[config.mk]
export PLATFORM = sky130hd
export DESIGN_NAME = fft4_frame_loader
export DESIGN_NICKNAME = d
export VERILOG_FILES = /design/src/rtl/fft4_frame_loader.sv
export SDC_FILE = /design/constraint.sdc
export NUM_CORES = 1
export LEC_CHECK = 0
export BUFFER_PORTS_ARGS = -buffer_cell sky130_fd_sc_hd__buf_2
export CORE_UTILIZATION = 37
export DETAILED_ROUTE_END_ITERATION = 10
export PLACE_DENSITY = 0.69
export SETUP_SLACK_MARGIN = 0.1
export SLEW_MARGIN = 10
export SYNTH_ARGS = -nofsm -noshare
export SYNTH_HDL_FRONTEND = slang
export SYNTH_SLANG_ARGS = --single-unit
export TNS_END_PERCENT = 30
[constraint.sdc]
create_clock -name clk -period 3.35 [get_ports clk]
set_clock_uncertainty 0.15 [all_clocks]
set_input_delay 0 -clock clk [delete_from_list [all_inputs] [get_ports clk]]
set_output_delay 0 -clock clk [all_outputs]
set_load 0.02 [all_outputs]
[src/rtl/fft4_frame_loader.sv]
// Serial-to-parallel ping-pong frame loader for the 4-point FFT input.
// Optional macro FFT4_LOADER_BITREV_EN presents frames in bit-reversed order.
module fft4_bank #(
    parameter int SW = 2
) (
    input  logic                 clk,
    input  logic                 rst,
    input  logic                 i_we,
    input  logic [1:0]           i_idx,
    input  logic [SW-1:0]        i_din,
    output logic [3:0][SW-1:0]   o_q
);
    logic [3:0][SW-1:0] r_q;

    always_ff @(posedge clk or posedge rst) begin
        if (rst)       r_q        <= '0;
        else if (i_we) r_q[i_idx] <= i_din;
    end

    assign o_q = r_q;
endmodule

module fft4_frame_loader #(
    parameter int SW    = 2,
    parameter int CNT_W = 8
) (
    input  logic             clk,
    input  logic             rst,
    input  logic             flush,
    input  logic             s_valid,
    input  logic [SW-1:0]    s_data,
    output logic             s_ready,
    output logic             f_valid,
    input  logic             f_ready,
    output logic [SW-1:0]    i0,
    output logic [SW-1:0]    i1,
    output logic [SW-1:0]    i2,
    output logic [SW-1:0]    i3,
    output logic [CNT_W-1:0] frame_cnt
);
    logic [1:0]             r_full;
    logic                   r_wr_sel;
    logic                   r_rd_sel;
    logic [1:0]             r_wr_idx;
    logic [CNT_W-1:0]       r_frame_cnt;

    logic                   w_s_ready;
    logic                   w_f_valid;
    logic                   w_accept;
    logic                   w_fill;
    logic                   w_consume;
    logic [1:0]             w_set;
    logic [1:0]             w_clr;
    logic [1:0][3:0][SW-1:0] w_bank_q;
    logic [3:0][SW-1:0]     w_rd_q;

    // Handshake flags come from registers only, so f_ready never reaches s_ready.
    assign w_s_ready = ~r_full[r_wr_sel];
    assign w_f_valid = r_full[r_rd_sel];
    assign w_accept  = s_valid && w_s_ready && !flush;
    assign w_fill    = w_accept && (r_wr_idx == 2'd3);
    assign w_consume = w_f_valid && f_ready;

    assign w_set = w_fill    ? (r_wr_sel ? 2'b10 : 2'b01) : 2'b00;
    assign w_clr = w_consume ? (r_rd_sel ? 2'b10 : 2'b01) : 2'b00;

    genvar b;
    generate
        for (b = 0; b < 2; b++) begin : g_bank
            fft4_bank #(.SW(SW)) u_bank (
                .clk   (clk),
                .rst   (rst),
                .i_we  (w_accept && (r_wr_sel == 1'(b))),
                .i_idx (r_wr_idx),
                .i_din (s_data),
                .o_q   (w_bank_q[b])
            );
        end
    endgenerate

    always_ff @(posedge clk or posedge rst) begin
        if (rst) begin
            r_full      <= 2'b00;
            r_wr_sel    <= 1'b0;
            r_rd_sel    <= 1'b0;
            r_wr_idx    <= 2'd0;
            r_frame_cnt <= '0;
        end else begin
            // Set and clear never hit the same bank: a fill needs it empty, a consume needs it full.
            r_full <= (r_full & ~w_clr) | w_set;
            if (flush)         r_wr_idx <= 2'd0;
            else if (w_accept) r_wr_idx <= r_wr_idx + 2'd1;
            if (w_fill)        r_wr_sel <= ~r_wr_sel;
            if (w_consume) begin
                r_rd_sel    <= ~r_rd_sel;
                r_frame_cnt <= r_frame_cnt + CNT_W'(1);
            end
        end
    end

    assign w_rd_q = w_bank_q[r_rd_sel];

    assign s_ready   = w_s_ready;
    assign f_valid   = w_f_valid;
    assign frame_cnt = r_frame_cnt;

`ifdef FFT4_LOADER_BITREV_EN
    assign i0 = w_f_valid ? w_rd_q[0] : '0;
    assign i1 = w_f_valid ? w_rd_q[2] : '0;
    assign i2 = w_f_valid ? w_rd_q[1] : '0;
    assign i3 = w_f_valid ? w_rd_q[3] : '0;
`else
    assign i0 = w_f_valid ? w_rd_q[0] : '0;
    assign i1 = w_f_valid ? w_rd_q[1] : '0;
    assign i2 = w_f_valid ? w_rd_q[2] : '0;
    assign i3 = w_f_valid ? w_rd_q[3] : '0;
`endif
endmodule

==> flow_summary.toml <==
[synth]
syn_area_um2 = 1430
yosys.area_share.simple_pct = 12.4
synth_fa_ha_area_share_pct = 4.37
synthArstFlopShare_pct = 100
ys_types = 22
synth_warnings = 0
synth_seq_cells = 30
synth_xor_area_share_pct = 4.28
seq_area_frac_synth_pct = 52.4
syn_nets = 134
muxShareOfSynthArea_pct = 20.5
synth_cells = 122
synthTopCellsByArea = "dfrtp_1, mux2_2, mux2i_1, ha_1, nand2_1"
synth_edf_count = 0
synth_compound_area_share_pct = 3.50
ys.flop_type = "dfrtp_1"
synth_top_area_share_pct = 52.4
synth_top_family_by_area = "multiplexers"
syn_area_per_cell_um2 = 11.7
synth.largest_area_cell = "dfrtp_1"

[global_route]
met2_usage_pct = 25.5
grt_use_met1_pct = 20.2
grt_max_degree = 31
overflow = 0
grtUsageMet3_pct = 5.36
antenna_found_initial = 0
grt_pass1_vias = 1064
grt.busiest_layer = "met2"
grt_use_total_pct = 16.3
grt_first_pass_wirelength_um = 4970

[cts]
insertion_delay_ns = 0.28
post_cts_buffers = 0
cts_buffers = 5
cts_tree = "done"
root_buffer = "clkbuf_8"
cts_sinks = 30
htree_levels = 2
cts_buffer_depth = 2
clk_pin_slew_ns = 0.06

[setup_path]
r2r_end = "frame_cnt[1]"
cp.arrival_ns = 2.08
startpoint_type = "flip-flop"
path_max_fanout = 13
critPathKind = "flip-flop to primary output"
r2r_cells = 4
cp_data_required_time_ns = 3.20
cp-end-kind = "primary output"
r2r_start = "r_rd_sel"
reg2reg_slack_ns = 1.18

[timing]
period_minus_slack_ns = 2.23
min_period_over_period_pct = 66.6
setup_viol = 0
final_hold_viol_count = 0
setup_ws_ns = 1.12
max_freq_mhz = 449
slew_violations = 0
max_slew.worst_pin.slew_ns = 1.03
tns_ns = 0
rsz0062_at_grt = "false"
max_slew_margin_pct = 31.1

[placement]
dpl_worst_slack_ns = 1.16
dp_hpwl_um = 1950
portBuffers = 24
gp_congestion = 0.749

[final_layout]
fin_nets = 171
final_cell_mix = "dfrtp_1, buf_2, mux2_2"
diodes = 0
final_common_cell = "dfrtp_1"
drive_gt1_share_pct = 32.3
fillCellCount = 363
area_growth_pct = 23.1

[floorplan]
initial_utilization_pct = 38.8
die_area_um2 = 4120
row_count = 22
io_pins = 25
die_x_um = 64.2
die_h_um = 64.2
core_area_um2 = 3690

[job]
maxCapViolCount = 0

[routing]
dr.pass1.iters = 4
via_per_inst = 4.93
wl_um = 2770
drc = 0
routedWlPerCell_um = 13.4
routed-via-count = 1016
ant_nets = 0
drtIter0Drc = 17

[power_and_ir_drop]
p_leak_nw = 0.901
power_density_nw_per_um2 = 517
max-vdd-ir-drop_mv = 0.268

[worst_hold_path]
hold_path_class = "input pin to async pin"

[run_status]
run_status = "completed"
report_power, final:
part / switching [mW] / internal (mW)
Sequential: 0.0541 / 0.422
Combinational: 0.0689 / 0.0902
Clock: 0.119 / 0.158
worst max-delay path: stages, from the launching register on:
cell,delay [ns]
dfrtp_1,0.71
mux2i_1,0.61
buf_4,0.27
nor2_1,0.06
buf_2,0.15
metrics by stage:
step                cells  power (mW)  util, %  cell area (um^2)  hold WS [ns]
global route          206       0.972     47.8              1760         0.329
global placement      193       0.624     43.6              1610        0.0800
CTS                   206       0.923     47.8              1760         0.326
finish                206       0.912     47.8              1760         0.234
floorplan             122       0.590        -              1430       -0.0869
detailed placement    193       0.636     43.6              1610        0.0876
cell type report:
type | count | area, um^2 | share of cell area [%]
repair buffers | 32 | 198 | 11.2
flip-flops and latches | 30 | 751 | 42.6
inverters | 7 | 26.3 | 1.49
multi-input cells | 83 | 644 | 36.6
clock buffers | 6 | 82.6 | 4.69
well taps | 48 | 60.1 | 3.41
routing by layer:
layer | up-vias | share of wire (%) | wire length [um]
li1 | 488 | - | -
met1 | 498 | 44 | 1220
met2 | 24 | 49 | 1350
met3 | 6 | 5.1 | 141
met4 | 0 | 1.9 | 53
met5 | - | 0 | 0
synthesized netlist by cell type (all sizes together) (3+ instances only):
cell / number
dfrtp: 30
nor2: 9
nand2: 14
nand3: 3
xor2: 6
mux2i: 9
a21oi: 3
nor4b: 3
ha: 5
o21ai: 4
mux2: 18
inv: 7
repair_timing:
action,CTS,global route
hold buffers,7,0
resized for setup,0,0
hold endpoints to repair,53,0
logic make-up (layout without fill, tap and decap cells):
group,Yosys count,after routing
AND/OR/NAND/NOR,35,35
flip-flops,30,30
multiplexers,27,27
AO/OA/AOI/OAI,9,9
buffers and inverters,9,45
XOR/XNOR,7,7
adder cells (fa/ha/maj),5,5
flip-flops by register name, summed over array words and instances, names as in the netlist:
name,cells
r_wr_sel,1
r_full,2
r_rd_sel,1
g_bank.u_bank.o_q,16
frame_cnt,8
r_wr_idx,2
how the worst max path moves through the flow:
stage                     startpoint            to  slack, ns  cells after the start
after floorplan             r_rd_sel  frame_cnt[1]       1.67                      4
after global routing        r_rd_sel         i0[0]       0.91                      4
after detailed placement    r_rd_sel  frame_cnt[1]       1.16                      4
after global placement      r_rd_sel  frame_cnt[1]       1.23                      4
final                       r_rd_sel         i3[0]       1.12                      4
after CTS                   r_rd_sel         i2[0]       1.07                      4
(Power assumes the default switching activity.)
